<file path="config.mk">
export PLATFORM = sky130hd
export DESIGN_NAME = pipelined_adder
export DESIGN_NICKNAME = d
export VERILOG_FILES = /design/src/rtl/pipelined_adder_pkg.sv /design/src/rtl/cla_n_bit.sv /design/src/rtl/pipelined_adder.sv
export SDC_FILE = /design/constraint.sdc
export NUM_CORES = 1
export LEC_CHECK = 0
export BUFFER_PORTS_ARGS = -buffer_cell sky130_fd_sc_hd__buf_2
export CORE_MARGIN = 8
export CORE_UTILIZATION = 30
export DETAILED_ROUTE_END_ITERATION = 8
export GPL_TIMING_DRIVEN = 0
export PLACE_DENSITY = 0.57
export REMOVE_ABC_BUFFERS = 1
export SLEW_MARGIN = 40
export SYNTH_ARGS = -nofsm -noshare
export SYNTH_HDL_FRONTEND = slang
export SYNTH_SLANG_ARGS = --single-unit
</file>
<file path="constraint.sdc">
create_clock -name clk -period 3.3 [get_ports clk]
set_input_delay 0.66 -clock clk [delete_from_list [all_inputs] [get_ports clk]]
set_output_delay 0.66 -clock clk [all_outputs]
set_load 0.02 [all_outputs]
</file>
<file path="src/rtl/pipelined_adder_pkg.sv">
// Shared adder opcodes and default geometry, also used by the ALU.
package pipelined_adder_pkg;

    localparam logic OP_ADD = 1'b0;
    localparam logic OP_SUB = 1'b1;

    localparam int DEF_WIDTH = 32;
    localparam int DEF_CHUNK = 16;

    function automatic int num_stages(input int width, input int chunk);
        return width / chunk;
    endfunction

endpackage

</file>
<file path="src/rtl/cla_n_bit.sv">
// N-bit carry-lookahead slice using a parallel-prefix (Kogge-Stone) carry tree.
// Latency: purely combinational.
// Backpressure: none; the enclosing pipeline owns flow control.
module cla_n_bit #(
    parameter int N = 16
) (
    input  logic [N-1:0] a,
    input  logic [N-1:0] b,
    input  logic         c_in,
    output logic [N-1:0] sum,
    output logic         c_out
);

    logic [N-1:0] gen;
    logic [N-1:0] prop;
    logic [N-1:0] grp_g;
    logic [N-1:0] grp_p;
    logic [N:0]   carry;

    always_comb begin
        gen   = a & b;
        prop  = a ^ b;
        grp_g = gen;
        grp_p = prop;
        // Descending index keeps reads at i-d on the previous prefix level.
        for (int d = 1; d < N; d = d * 2) begin
            for (int i = N - 1; i >= d; i--) begin
                grp_g[i] = grp_g[i] | (grp_p[i] & grp_g[i-d]);
                grp_p[i] = grp_p[i] & grp_p[i-d];
            end
        end
        carry[0] = c_in;
        for (int i = 0; i < N; i++) begin
            carry[i+1] = grp_g[i] | (grp_p[i] & c_in);
        end
        sum   = prop ^ carry[N-1:0];
        c_out = carry[N];
    end

endmodule

</file>
<file path="src/rtl/pipelined_adder.sv">
// Pipelined WIDTH-bit add/sub, one CHUNK-bit CLA slice per stage, flags for the ALU.
// Latency: STAGES = WIDTH/CHUNK cycles from acceptance to out_valid when not stalled.
// Backpressure: global stall; in_ready = ~out_valid | out_ready, all stages hold together.
module pipelined_adder
    import pipelined_adder_pkg::*;
#(
    parameter int WIDTH = DEF_WIDTH,
    parameter int CHUNK = DEF_CHUNK
) (
    input  logic             clk,
    input  logic             rst,
    input  logic             in_valid,
    output logic             in_ready,
    input  logic [WIDTH-1:0] a,
    input  logic [WIDTH-1:0] b,
    input  logic             c_in,
    input  logic             op,
    output logic             out_valid,
    input  logic             out_ready,
    output logic [WIDTH-1:0] sum,
    output logic             c_out,
    output logic             overflow,
    output logic             zero
);

    localparam int STAGES = num_stages(WIDTH, CHUNK);
    localparam int MSB    = WIDTH - 1;

    if (CHUNK < 1 || (WIDTH % CHUNK) != 0) begin : g_bad_geometry
        $error("pipelined_adder: WIDTH must be a non-zero multiple of CHUNK");
    end

    // Operands travel whole; each stage consumes its own slice and fills its sum slice.
    typedef struct packed {
        logic             vld;
        logic             carry;
        logic [WIDTH-1:0] a;
        logic [WIDTH-1:0] b;
        logic [WIDTH-1:0] sum;
    } stage_t;

    stage_t           stage_in [STAGES];
    stage_t           stage_d  [STAGES];
    stage_t           stage_q  [STAGES];
    logic [CHUNK-1:0] slice_sum  [STAGES];
    logic             slice_cout [STAGES];
    logic             advance;
    logic             zero_d;
    logic             zero_q;
    logic             overflow_d;
    logic             overflow_q;

    assign advance  = ~stage_q[STAGES-1].vld | out_ready;
    assign in_ready = advance;

    always_comb begin
        stage_in[0].vld   = in_valid;
        stage_in[0].carry = (op == OP_SUB) ? 1'b1 : c_in;
        stage_in[0].a     = a;
        stage_in[0].b     = (op == OP_SUB) ? ~b : b;
        stage_in[0].sum   = '0;
        for (int k = 1; k < STAGES; k++) begin
            stage_in[k] = stage_q[k-1];
        end
    end

    for (genvar k = 0; k < STAGES; k++) begin : g_slice
        cla_n_bit #(.N(CHUNK)) u_cla (
            .a     (stage_in[k].a[k*CHUNK +: CHUNK]),
            .b     (stage_in[k].b[k*CHUNK +: CHUNK]),
            .c_in  (stage_in[k].carry),
            .sum   (slice_sum[k]),
            .c_out (slice_cout[k])
        );
    end

    always_comb begin
        for (int k = 0; k < STAGES; k++) begin
            stage_d[k]                         = stage_in[k];
            stage_d[k].carry                   = slice_cout[k];
            stage_d[k].sum[k*CHUNK +: CHUNK]   = slice_sum[k];
        end
        // Flags are resolved alongside the last slice so outputs come straight from flops.
        zero_d     = (stage_d[STAGES-1].sum == '0);
        overflow_d = (stage_in[STAGES-1].a[MSB] == stage_in[STAGES-1].b[MSB]) &
                     (stage_d[STAGES-1].sum[MSB] != stage_in[STAGES-1].a[MSB]);
    end

    always_ff @(posedge clk or posedge rst) begin
        if (rst) begin
            for (int k = 0; k < STAGES; k++) begin
                stage_q[k] <= '0;
            end
            zero_q     <= 1'b0;
            overflow_q <= 1'b0;
        end else if (advance) begin
            for (int k = 0; k < STAGES; k++) begin
                stage_q[k] <= stage_d[k];
            end
            zero_q     <= zero_d;
            overflow_q <= overflow_d;
        end
    end

    assign out_valid = stage_q[STAGES-1].vld;
    assign sum       = stage_q[STAGES-1].sum;
    assign c_out     = stage_q[STAGES-1].carry;
    assign overflow  = overflow_q;
    assign zero      = zero_q;

endmodule

</file>
==> results of run 1 <==
-- cells in the mapped netlist (2+ instances only) --
cell type                  count  area share (%)
sky130_fd_sc_hd__a21o_1        7             1.1
sky130_fd_sc_hd__nor2b_1       2            0.26
sky130_fd_sc_hd__a31oi_1       5            0.64
sky130_fd_sc_hd__nand2_1     151              12
sky130_fd_sc_hd__inv_1         7            0.54
sky130_fd_sc_hd__nor3_1       13             1.3
sky130_fd_sc_hd__nor4_1        4            0.52
sky130_fd_sc_hd__o21ai_2       2            0.36
sky130_fd_sc_hd__clkbuf_1     15             1.2
sky130_fd_sc_hd__o31ai_1      13             2.0
sky130_fd_sc_hd__buf_2         2            0.21
sky130_fd_sc_hd__xor2_1       28             5.1
sky130_fd_sc_hd__o21a_1        7             1.1
sky130_fd_sc_hd__nand2b_1      3            0.39
sky130_fd_sc_hd__buf_1         7            0.54
sky130_fd_sc_hd__o21ai_0      32             3.3
sky130_fd_sc_hd__or3_1         3            0.39
sky130_fd_sc_hd__a21oi_1      20             2.1
sky130_fd_sc_hd__xnor2_1      26             4.7
sky130_fd_sc_hd__a211oi_1      3            0.46
sky130_fd_sc_hd__nand3_1       6            0.62
sky130_fd_sc_hd__fa_1          2            0.82
sky130_fd_sc_hd__nor2_1       25             1.9
sky130_fd_sc_hd__mux2_2        2            0.46
sky130_fd_sc_hd__a21oi_2       3            0.54
sky130_fd_sc_hd__and3_1        3            0.39
sky130_fd_sc_hd__dfrtp_1      86              44
sky130_fd_sc_hd__ha_1         32             8.2
-- area by class of cell --
type / count / area, um2 / area share (%)
clock buffers: 12 / 267 / 4.43
repair buffers: 111 / 654 / 10.9
flip-flops and latches: 86 / 2150 / 35.7
inverters: 8 / 37.5 / 0.623
clock inverters: 4 / 52.6 / 0.873
multi-input cells: 417 / 2590 / 43.0
well taps: 216 / 270 / 4.49
-- worst paths after layout --
path	slack [ns]	depth (start not counted)	to
min in group clk	0.46	2	sum[16]
worst min register to register	0.46	2	sum[16]
worst max-delay path	0.33	10	stage_in[96]
worst max register to register	0.63	8	zero
worst min-delay path	0.32	2	stage_d[97]
max in group asynchronous	2.41	3	sum[22]
-- worst register-to-register path, cell delays in order, from the launching register on --
cell and delay, ns:
sky130_fd_sc_hd__dfrtp_1 0.42, sky130_fd_sc_hd__ha_1 0.33, sky130_fd_sc_hd__a21oi_2 0.20, sky130_fd_sc_hd__o22a_4 0.20
sky130_fd_sc_hd__o211ai_4 0.10, sky130_fd_sc_hd__or3_1 0.38, sky130_fd_sc_hd__a2111oi_2 0.42, sky130_fd_sc_hd__o2111ai_1 0.23
sky130_fd_sc_hd__o41ai_2 0.30
-- where the power goes --
group	switching, mW	leakage, nW	internal [mW]
Clock	0.426	0.159	0.652
Sequential	0.181	1.02	1.35
Combinational	0.908	1.71	0.605
-- cell families after synthesis --
kind of cell               Yosys count  share of synthesized area [%]
AOI/OAI and AO/OA                  109                           15.1
xor gates and xnor gates            54                           9.74
adders and majority gates           34                           9.07
buffers and inverters               32                           2.53
DFF                                 86                           44.3
muxes                                2                          0.464
and+or+nand+nor                    218                           18.8
-- through the flow --
stage               setup TNS [ns]  instance area (um2)  hold slack [ns]  total power [mW]
floorplan                  -181.73                 4760            0.430              2.57
global placement           -438.26                 5560            0.440              3.04
detailed placement          -0.445                 5700            0.449              3.09
CTS                              0                 6020            0.330              4.19
global route                     0                 6020            0.350              4.42
finish                           0                 6020            0.323              4.12
-- sequential cells by signal, indices dropped and copies added, names as in the netlist --
| register | cells |
|---|---|
| c_out | 1 |
| out_valid | 1 |
| overflow | 1 |
| stage_d | 49 |
| stage_in | 1 |
| sum | 32 |
| zero | 1 |
-- layer usage --
metal	global-route usage [%]	up-vias	part of all wire [%]
met4	4.48	0	1.4
met3	2.44	10	3.7
met2	20.7	79	49
met5	0	-	0
li1	-	2023	-
met1	14.3	1829	46
==> impl_metrics.xml, run 1 <==
<?xml version="1.0" encoding="UTF-8"?>
<metrics>
  <group name="critical_path">
    <metric name="worst_setup_path_start_kind" unit="">input port</metric>
    <metric name="timing_worst_setup_path_type" unit="">in -&gt; reg</metric>
    <metric name="worstSetupStartpoint" unit="">op</metric>
    <metric name="cell_breakdown_of_the_critical_path" unit="">buf_6 -&gt; xor2_1 -&gt; ha_1 -&gt; o21ai_0 -&gt; a221oi_1 -&gt; o21ai_1 -&gt; a21oi_1 -&gt; or3_1 -&gt; a31oi_1 -&gt; a21oi_1</metric>
    <metric name="worst_setup_path_end_kind" unit="">flop</metric>
    <metric name="worst_path_dominant_cell_family" unit="">compound AO/OA/AOI/OAI gates</metric>
    <metric name="worstPathRequired" unit="ns">3.50</metric>
    <metric name="worst-path-max-fanout" unit="">34</metric>
    <metric name="cp.arrival" unit="ns">3.17</metric>
    <metric name="cp_num_buf_inv" unit="">1</metric>
    <metric name="timing.critical_path.mode_cell" unit="">sky130_fd_sc_hd__a21oi_1</metric>
    <metric name="cp_slowest_stage_delay" unit="ns">0.42</metric>
    <metric name="regToRegStartpoint" unit="">stage_d[48]</metric>
    <metric name="critPathSlowestCell" unit="">sky130_fd_sc_hd__or3_1</metric>
  </group>
  <group name="drt">
    <metric name="initialDrtViolationCount" unit="">190</metric>
    <metric name="vias" unit="">3941</metric>
    <metric name="drt_pre_antenna_iters" unit="">4</metric>
    <metric name="detail_route.wirelength" unit="um">11700</metric>
    <metric name="route.detailed.drc" unit="">0</metric>
    <metric name="post_drt_via_cell_ratio" unit="">4.61</metric>
    <metric name="routed_wire_length_per_instance" unit="um">13.7</metric>
    <metric name="antenna_left" unit="">0</metric>
  </group>
  <group name="clock_network">
    <metric name="clock_pin_slew_on_the_worst_setup_and_hold_paths" unit="ns">0.07</metric>
    <metric name="clockRootBuffer" unit="">sky130_fd_sc_hd__clkbuf_16</metric>
    <metric name="tritoncts_num_sinks" unit="">86</metric>
    <metric name="cts_hold_buffers" unit="">0</metric>
    <metric name="tritoncts.num_buffers" unit="">9</metric>
    <metric name="post-cts-setup-buffers" unit="">0</metric>
    <metric name="cts_max_level" unit="">3</metric>
    <metric name="cts-root-to-sink-buffers" unit="">2</metric>
    <metric name="tritoncts" unit="">done</metric>
    <metric name="clock_latency" unit="ns">0.34</metric>
    <metric name="cts-resized-gates" unit="">0</metric>
  </group>
  <group name="logic_synthesis">
    <metric name="synth_seq_area_share" unit="%">44.3</metric>
    <metric name="synth_area" unit="mm2">0.00486</metric>
    <metric name="syn_area_per_cell" unit="um2">9.08</metric>
    <metric name="ys_dominant_reg_cell" unit="">sky130_fd_sc_hd__dfrtp_1</metric>
    <metric name="ys_async_sr_fraction" unit="%">100</metric>
    <metric name="ys_ff_latch" unit="">86</metric>
    <metric name="synth-edff-count" unit="">0</metric>
    <metric name="number_of_distinct_library_cells_after_synthesis" unit="">54</metric>
    <metric name="syn_inst" unit="">535</metric>
    <metric name="yosys_warnings" unit="">0</metric>
  </group>
  <group name="layout">
    <metric name="share_of_cells_above_drive_strength_1" unit="%">22.3</metric>
    <metric name="num-fill-cells" unit="">1649</metric>
    <metric name="syn2layout_area_growth" unit="%">24.0</metric>
    <metric name="highest_count_cells_in_the_layout_ignoring_fill_and_taps" unit="">sky130_fd_sc_hd__nand2_1, sky130_fd_sc_hd__buf_2, sky130_fd_sc_hd__dfrtp_1, sky130_fd_sc_hd__o21ai_0, sky130_fd_sc_hd__ha_1</metric>
    <metric name="finalNetCount" unit="">737</metric>
    <metric name="mostFrequentLayoutCell" unit="">sky130_fd_sc_hd__nand2_1</metric>
    <metric name="post_layout_cell_count" unit="">854</metric>
    <metric name="n_antenna_cell" unit="">0</metric>
    <metric name="final_util" unit="%">38.0</metric>
  </group>
  <group name="placement">
    <metric name="post-place-cells" unit="">838</metric>
    <metric name="portBuffers" unit="">106</metric>
    <metric name="hpwl_after_detailed_placement" unit="um">8950</metric>
    <metric name="gp_congestion" unit="">0.817</metric>
    <metric name="post_place_setup_slack" unit="ns">-0.229</metric>
  </group>
  <group name="sta">
    <metric name="clock_skew" unit="ns">0.00890</metric>
    <metric name="setup_viol" unit="">0</metric>
    <metric name="slew-limit-headroom" unit="%">58.3</metric>
    <metric name="max_freq" unit="MHz">336</metric>
    <metric name="timing_worst_slew_pin_value" unit="ns">0.626</metric>
    <metric name="min_period" unit="ns">2.97</metric>
    <metric name="grt_setup_unrepaired" unit="">no</metric>
    <metric name="report.final.hold_viol_count" unit="">0</metric>
    <metric name="slew_violations" unit="">0</metric>
    <metric name="final.period_utilization" unit="%">90.1</metric>
    <metric name="finalWorstSetupSlack" unit="ns">0.326</metric>
  </group>
  <group name="global_routing">
    <metric name="first_global_vias" unit="">4101</metric>
    <metric name="grt_overflow_total" unit="">0</metric>
    <metric name="grtUsageTotal" unit="%">11.9</metric>
    <metric name="grt_max_degree" unit="">63</metric>
    <metric name="initial_antenna_violation_count" unit="">0</metric>
    <metric name="global_route_wire_length_before_repair" unit="um">19600</metric>
  </group>
  <group name="floorplan">
    <metric name="floorplan.die.width" unit="um">143</metric>
    <metric name="pin_count" unit="">107</metric>
    <metric name="die_h" unit="um">143</metric>
    <metric name="design.die.area" unit="mm2">0.0205</metric>
    <metric name="initial_core_util" unit="%">30.7</metric>
    <metric name="core_box_area" unit="mm2">0.0158</metric>
    <metric name="placement_rows" unit="">46</metric>
  </group>
  <group name="flow_run">
    <metric name="max_cap_viol" unit="">0</metric>
  </group>
  <group name="power_and_ir_drop">
    <metric name="worst_ir_drop_vdd" unit="V">0.000255</metric>
    <metric name="pwr_density_cell" unit="mW/mm2">684</metric>
    <metric name="cellLeakagePower" unit="nW">2.89</metric>
  </group>
  <group name="run_status">
    <metric name="outcome" unit="">completed</metric>
  </group>
  <group name="hold_path">
    <metric name="min_path_type" unit="">in -&gt; async</metric>
  </group>
</metrics>
Note: power is estimated with default switching activity, not from simulation.
==> inputs of run 2 (changes only) <==
--- a/config.mk
+++ b/config.mk
@@ -7,10 +7,10 @@
 export LEC_CHECK = 0
 export BUFFER_PORTS_ARGS = -buffer_cell sky130_fd_sc_hd__buf_2
 export CORE_MARGIN = 8
-export CORE_UTILIZATION = 30
+export CORE_UTILIZATION = 40
 export DETAILED_ROUTE_END_ITERATION = 8
 export GPL_TIMING_DRIVEN = 0
-export PLACE_DENSITY = 0.57
+export PLACE_DENSITY = 0.7
 export REMOVE_ABC_BUFFERS = 1
 export SLEW_MARGIN = 40
 export SYNTH_ARGS = -nofsm -noshare
==> impl_metrics.xml, run 2 (same netlist as run 1, synthesis figures left out) <==
<?xml version="1.0" encoding="UTF-8"?>
<metrics>
  <group name="drt">
    <metric name="routed_wire_length_per_instance" unit="um">14.1</metric>
    <metric name="antenna_left" unit="">0</metric>
    <metric name="initialDrtViolationCount" unit="">171</metric>
    <metric name="drt_pre_antenna_iters" unit="">4</metric>
    <metric name="route.detailed.drc" unit="">0</metric>
    <metric name="post_drt_via_cell_ratio" unit="">5.07</metric>
    <metric name="vias" unit="">3973</metric>
    <metric name="detail_route.wirelength" unit="um">11000</metric>
  </group>
  <group name="power_and_ir_drop">
    <metric name="worst_ir_drop_vdd" unit="V">0.000339</metric>
    <metric name="pwr-share-clk" unit="%">24.7</metric>
    <metric name="pwr_density_cell" unit="mW/mm2">683</metric>
    <metric name="power.share.switching" unit="%">36.7</metric>
    <metric name="power_report.internal_total" unit="mW">2.54</metric>
    <metric name="totalPowerFinal" unit="mW">4.02</metric>
    <metric name="sequentialPowerShare" unit="%">37.9</metric>
    <metric name="cellLeakagePower" unit="nW">2.86</metric>
    <metric name="netSwitchingPower" unit="mW">1.47</metric>
    <metric name="pwr-share-comb" unit="%">37.4</metric>
  </group>
  <group name="layout">
    <metric name="post_layout_cell_count" unit="">784</metric>
    <metric name="number_of_flip_flops_in_the_largest_register" unit="">49</metric>
    <metric name="syn2layout_area_growth" unit="%">21.2</metric>
    <metric name="num-fill-cells" unit="">1147</metric>
    <metric name="share_of_cells_above_drive_strength_1" unit="%">22.0</metric>
    <metric name="highest_count_cells_in_the_layout_ignoring_fill_and_taps" unit="">sky130_fd_sc_hd__nand2_1, sky130_fd_sc_hd__buf_2, sky130_fd_sc_hd__dfrtp_1, sky130_fd_sc_hd__o21ai_0, sky130_fd_sc_hd__ha_1</metric>
    <metric name="mostFrequentLayoutCell" unit="">sky130_fd_sc_hd__nand2_1</metric>
    <metric name="finalNetCount" unit="">737</metric>
    <metric name="n_antenna_cell" unit="">0</metric>
  </group>
  <group name="floorplan">
    <metric name="die_h" unit="um">126</metric>
    <metric name="placement_rows" unit="">40</metric>
    <metric name="floorplan.die.width" unit="um">126</metric>
    <metric name="pin_count" unit="">107</metric>
    <metric name="design.die.area" unit="mm2">0.0159</metric>
    <metric name="core_box_area" unit="mm2">0.0119</metric>
    <metric name="initial_core_util" unit="%">40.8</metric>
  </group>
  <group name="critical_path">
    <metric name="cp_slowest_stage_delay" unit="ns">0.47</metric>
    <metric name="worst_setup_path_end_kind" unit="">flop</metric>
    <metric name="rrSetupSlack" unit="ns">0.65</metric>
    <metric name="reg2reg_to" unit="">zero</metric>
    <metric name="worst-path-max-fanout" unit="">34</metric>
    <metric name="regToRegStartpoint" unit="">stage_d[48]</metric>
    <metric name="critPathSlowestCell" unit="">sky130_fd_sc_hd__buf_4</metric>
    <metric name="reg2reg_depth" unit="">8</metric>
    <metric name="worst_setup_path_start_kind" unit="">input port</metric>
    <metric name="worstPathRequired" unit="ns">3.54</metric>
    <metric name="cell_breakdown_of_the_critical_path" unit="">buf_4 -&gt; xor2_1 -&gt; ha_1 -&gt; o21ai_0 -&gt; a221oi_1 -&gt; o21ai_1 -&gt; a21oi_1 -&gt; or3_1 -&gt; and3_1 -&gt; o31ai_1</metric>
    <metric name="cp.arrival" unit="ns">3.29</metric>
    <metric name="timing_worst_setup_path_type" unit="">in -&gt; reg</metric>
  </group>
  <group name="hold_path">
    <metric name="min_path_type" unit="">in -&gt; async</metric>
  </group>
  <group name="clock_network">
    <metric name="clock_latency" unit="ns">0.33</metric>
    <metric name="cts-resized-gates" unit="">0</metric>
    <metric name="tritoncts.num_buffers" unit="">9</metric>
    <metric name="clockRootBuffer" unit="">sky130_fd_sc_hd__clkbuf_16</metric>
    <metric name="cts_hold_buffers" unit="">0</metric>
    <metric name="cts_max_level" unit="">3</metric>
    <metric name="clock_pin_slew_on_the_worst_setup_and_hold_paths" unit="ns">0.06</metric>
    <metric name="tritoncts" unit="">done</metric>
    <metric name="tritoncts_num_sinks" unit="">86</metric>
    <metric name="cts-root-to-sink-buffers" unit="">2</metric>
    <metric name="post-cts-setup-buffers" unit="">0</metric>
  </group>
  <group name="global_routing">
    <metric name="grt_max_degree" unit="">63</metric>
    <metric name="initial_antenna_violation_count" unit="">0</metric>
    <metric name="grtUsageTotal" unit="%">14.2</metric>
    <metric name="global_route_wire_length_before_repair" unit="um">18800</metric>
    <metric name="grt_overflow_total" unit="">0</metric>
    <metric name="first_global_vias" unit="">4112</metric>
  </group>
  <group name="flow_run">
    <metric name="max_cap_viol" unit="">0</metric>
  </group>
  <group name="sta">
    <metric name="slew_violations" unit="">0</metric>
    <metric name="report.final.hold_viol_count" unit="">0</metric>
    <metric name="final.period_utilization" unit="%">92.3</metric>
    <metric name="timing_worst_slew_pin_value" unit="ns">0.623</metric>
    <metric name="slew-limit-headroom" unit="%">58.5</metric>
    <metric name="setup_tns" unit="ns">0</metric>
    <metric name="grt_setup_unrepaired" unit="">no</metric>
    <metric name="setup_viol" unit="">0</metric>
    <metric name="timing.hold.ws" unit="ns">0.315</metric>
    <metric name="min_period" unit="ns">3.05</metric>
    <metric name="clock_skew" unit="ns">0.00643</metric>
    <metric name="max_freq" unit="MHz">328</metric>
  </group>
  <group name="placement">
    <metric name="portBuffers" unit="">106</metric>
    <metric name="post-place-cells" unit="">769</metric>
    <metric name="hpwl_after_detailed_placement" unit="um">8400</metric>
    <metric name="gp_congestion" unit="">0.783</metric>
  </group>
  <group name="run_status">
    <metric name="outcome" unit="">completed</metric>
  </group>
</metrics>
[run 2: worst max-delay path by stage]
stage | start | endpoint | slack (ns)
finish | op | stage_d[15] | 0.25
CTS | op | stage_d[15] | 0.21
detailed placement | op | stage_in[96] | -0.13
global placement | out_ready | in_ready | -5.87
floorplan | out_ready | sum[28] | -2.87
global route | op | stage_in[96] | 0.02
[run 2: stage by stage]
stage          instance area, um2  util (%)  worst slack, ns
5_1_grt                      5890      49.4           0.0208
2_1_floorplan                4760         -            -2.87
3_5_place_dp                 5600      47.0           -0.128
4_1_cts                      5890      49.4            0.213
3_3_place_gp                 5480      46.0            -5.87
6_report                     5890      49.4            0.253
[run 2: power by group through the flow]
stage	logic [mW]	registers, mW	clock network, mW
after floorplan	0.849	1.72	0
after CTS	1.53	1.53	1.01
final	1.50	1.52	0.991
after global placement	1.47	1.53	0
after global routing	1.67	1.57	1.05
after detailed placement	1.52	1.54	0
[run 2: critical path, delay by kind of cell]
kind / cells / cell delay [ns]
adder cells (fa/ha/maj): 1 / 0.34
XOR/XNOR: 1 / 0.14
AND/OR/NAND/NOR: 2 / 0.61
AO/OA/AOI/OAI: 5 / 1.04
buffers and inverters: 1 / 0.47
[run 2: metal layers]
layer	vias up	part of all wire (%)	GRT usage [%]
li1	2020	-	-
met1	1854	46	16.9
met2	86	49	24.9
met3	13	4.1	3.08
met4	0	1.4	4.88
met5	-	0	0
[run 2: area by class of cell]
class / count / area [um2] / area share [%]
multi-input combinational: 417 / 2590 / 44.0
sequential: 86 / 2150 / 36.6
timing repair buffer: 111 / 633 / 10.8
clock inverter: 4 / 47.5 / 0.808
inverter: 8 / 37.5 / 0.638
clock buffer: 11 / 243 / 4.12
tap: 147 / 184 / 3.12
==> inputs of run 3 (changes only) <==
--- a/config.mk
+++ b/config.mk
@@ -10,7 +10,6 @@
 export CORE_UTILIZATION = 40
 export DETAILED_ROUTE_END_ITERATION = 8
 export GPL_TIMING_DRIVEN = 0
-export PLACE_DENSITY = 0.7
 export REMOVE_ABC_BUFFERS = 1
 export SLEW_MARGIN = 40
 export SYNTH_ARGS = -nofsm -noshare
==> constraint.sdc (replaced) <==
create_clock -name clk -period 3.8 [get_ports clk]
set_input_delay 0.76 -clock clk [delete_from_list [all_inputs] [get_ports clk]]
set_output_delay 0.76 -clock clk [all_outputs]
set_load 0.02 [all_outputs]
==> impl_metrics.xml, run 3 (same netlist as run 1, synthesis figures left out) <==
<?xml version="1.0" encoding="UTF-8"?>
<metrics>
  <group name="drt">
    <metric name="vias" unit="">3932</metric>
    <metric name="routed_wire_length_per_instance" unit="um">14.6</metric>
    <metric name="initialDrtViolationCount" unit="">170</metric>
    <metric name="route.detailed.drc" unit="">0</metric>
    <metric name="post_drt_via_cell_ratio" unit="">5.01</metric>
    <metric name="antenna_left" unit="">0</metric>
    <metric name="detail_route.wirelength" unit="um">11500</metric>
    <metric name="drt_pre_antenna_iters" unit="">4</metric>
  </group>
  <group name="critical_path">
    <metric name="worst_setup_path_start_kind" unit="">input port</metric>
    <metric name="timing_worst_setup_path_type" unit="">in -&gt; reg</metric>
    <metric name="cp_num_buf_inv" unit="">1</metric>
    <metric name="worstPathRequired" unit="ns">4.05</metric>
    <metric name="worst-path-max-fanout" unit="">34</metric>
    <metric name="worst_path_dominant_cell_family" unit="">compound AO/OA/AOI/OAI gates</metric>
    <metric name="cp_slowest_stage_delay" unit="ns">0.47</metric>
    <metric name="cell_breakdown_of_the_critical_path" unit="">buf_4 -&gt; xor2_1 -&gt; ha_1 -&gt; o21ai_0 -&gt; a221oi_1 -&gt; o21ai_1 -&gt; a21oi_1 -&gt; or3_1 -&gt; and3_1 -&gt; o31ai_1</metric>
    <metric name="worst_setup_path_end_kind" unit="">flop</metric>
    <metric name="critPathSlowestCell" unit="">sky130_fd_sc_hd__buf_4</metric>
    <metric name="cp.arrival" unit="ns">3.45</metric>
  </group>
  <group name="sta">
    <metric name="final.period_utilization" unit="%">84.3</metric>
    <metric name="min_period" unit="ns">3.20</metric>
    <metric name="timing.hold.ws" unit="ns">0.443</metric>
    <metric name="report.final.hold_viol_count" unit="">0</metric>
    <metric name="slew_violations" unit="">0</metric>
    <metric name="timing_worst_slew_pin_value" unit="ns">0.637</metric>
    <metric name="slew-limit-headroom" unit="%">57.5</metric>
    <metric name="setup_viol" unit="">0</metric>
    <metric name="grt_setup_unrepaired" unit="">no</metric>
    <metric name="clock_skew" unit="ns">0.00567</metric>
    <metric name="max_freq" unit="MHz">312</metric>
  </group>
  <group name="flow_run">
    <metric name="max_cap_viol" unit="">0</metric>
  </group>
  <group name="clock_network">
    <metric name="tritoncts_num_sinks" unit="">86</metric>
    <metric name="cts-root-to-sink-buffers" unit="">2</metric>
    <metric name="clockRootBuffer" unit="">sky130_fd_sc_hd__clkbuf_16</metric>
    <metric name="cts_hold_buffers" unit="">0</metric>
    <metric name="cts_max_level" unit="">3</metric>
    <metric name="post-cts-setup-buffers" unit="">0</metric>
    <metric name="clock_latency" unit="ns">0.34</metric>
    <metric name="clock_pin_slew_on_the_worst_setup_and_hold_paths" unit="ns">0.06</metric>
    <metric name="tritoncts" unit="">done</metric>
    <metric name="tritoncts.num_buffers" unit="">9</metric>
    <metric name="cts-resized-gates" unit="">0</metric>
  </group>
  <group name="layout">
    <metric name="n_antenna_cell" unit="">0</metric>
    <metric name="highest_count_cells_in_the_layout_ignoring_fill_and_taps" unit="">sky130_fd_sc_hd__nand2_1, sky130_fd_sc_hd__buf_2, sky130_fd_sc_hd__dfrtp_1, sky130_fd_sc_hd__o21ai_0, sky130_fd_sc_hd__ha_1</metric>
    <metric name="share_of_cells_above_drive_strength_1" unit="%">22.3</metric>
    <metric name="number_of_flip_flops_in_the_largest_register" unit="">49</metric>
    <metric name="mostFrequentLayoutCell" unit="">sky130_fd_sc_hd__nand2_1</metric>
    <metric name="syn2layout_area_growth" unit="%">20.9</metric>
    <metric name="finalNetCount" unit="">737</metric>
    <metric name="post_layout_cell_count" unit="">785</metric>
    <metric name="num-fill-cells" unit="">1161</metric>
  </group>
  <group name="run_status">
    <metric name="outcome" unit="">completed</metric>
  </group>
  <group name="power_and_ir_drop">
    <metric name="worst_ir_drop_vdd" unit="V">0.000206</metric>
    <metric name="pwr-share-clk" unit="%">24.2</metric>
    <metric name="power.share.switching" unit="%">38.0</metric>
    <metric name="pwr-share-comb" unit="%">37.5</metric>
    <metric name="sequentialPowerShare" unit="%">38.3</metric>
    <metric name="cellLeakagePower" unit="nW">2.85</metric>
    <metric name="netSwitchingPower" unit="mW">1.32</metric>
    <metric name="power_report.internal_total" unit="mW">2.15</metric>
    <metric name="pwr_density_cell" unit="mW/mm2">590</metric>
  </group>
  <group name="global_routing">
    <metric name="initial_antenna_violation_count" unit="">0</metric>
    <metric name="first_global_vias" unit="">4104</metric>
    <metric name="grt_max_degree" unit="">63</metric>
    <metric name="grt_overflow_total" unit="">0</metric>
    <metric name="global_route_wire_length_before_repair" unit="um">19400</metric>
    <metric name="grtUsageTotal" unit="%">14.8</metric>
  </group>
  <group name="floorplan">
    <metric name="floorplan.die.width" unit="um">126</metric>
    <metric name="initial_core_util" unit="%">40.8</metric>
    <metric name="placement_rows" unit="">40</metric>
    <metric name="design.die.area" unit="mm2">0.0159</metric>
    <metric name="core_box_area" unit="mm2">0.0119</metric>
    <metric name="pin_count" unit="">107</metric>
    <metric name="die_h" unit="um">126</metric>
  </group>
  <group name="placement">
    <metric name="hpwl_after_detailed_placement" unit="um">8540</metric>
    <metric name="post-place-cells" unit="">769</metric>
    <metric name="portBuffers" unit="">106</metric>
    <metric name="gp_congestion" unit="">0.814</metric>
  </group>
  <group name="hold_path">
    <metric name="min_path_type" unit="">in -&gt; async</metric>
  </group>
</metrics>
[run 3: cell types whose count changed in the layout (fill, tap and decap cells not counted), sizes merged]
cell,before,now
clkinv,2,1
clkbuf,11,10
inv,8,10
bufinv,1,0
clkinvlp,1,3
[run 3: layout make-up]
| class | count | area (um2) | area share (%) |
|---|---|---|---|
| Multi-Input combinational cell | 417 | 2590 | 44.1 |
| Sequential cell | 86 | 2150 | 36.7 |
| Timing Repair Buffer | 111 | 626 | 10.7 |
| Clock buffer | 10 | 239 | 4.07 |
| Tap cell | 147 | 184 | 3.13 |
| Clock inverter | 6 | 45.0 | 0.767 |
| Inverter | 8 | 37.5 | 0.639 |
[run 3: metal layers]
layer	track usage (%)	wire length, um	vias up
met4	4.74	155	0
li1	-	-	2015
met2	24.3	5150	86
met3	4.26	602	14
met1	18.4	5550	1817
met5	0	0	-
[run 3: metrics by stage]
step	setup slack (ns)	util [%]	TNS, ns	total power [mW]	instance area, um2
finish	0.597	49.3	0	3.47	5870
global route	0.251	49.3	0	3.72	5870
CTS	0.598	49.3	0	3.52	5870
detailed placement	0.234	46.9	0	2.66	5590
global placement	-5.95	46.0	-392.73	2.62	5480
floorplan	-2.47	-	-147.03	2.23	4760
[run 3: final timing paths]
check	end	from	cells after the start	slack [ns]
min in group clk	sum[12]	sum[12]	2	0.46
worst max-delay path	stage_d[15]	op	10	0.60
max in group asynchronous	stage_d[83]	rst	3	2.79
worst max register to register	zero	stage_d[48]	8	1.16
worst min register to register	sum[12]	sum[12]	2	0.46
worst min-delay path	sum[10]	rst	2	0.44
[run 3: power groups by stage]
| stage | registers (mW) | clock network, mW | logic (mW) |
|---|---|---|---|
| 2_1_floorplan | 1.50 | 0 | 0.737 |
| 6_report | 1.33 | 0.839 | 1.30 |
| 3_5_place_dp | 1.35 | 0 | 1.31 |
| 4_1_cts | 1.33 | 0.866 | 1.32 |
| 5_1_grt | 1.37 | 0.897 | 1.46 |
| 3_3_place_gp | 1.34 | 0 | 1.28 |
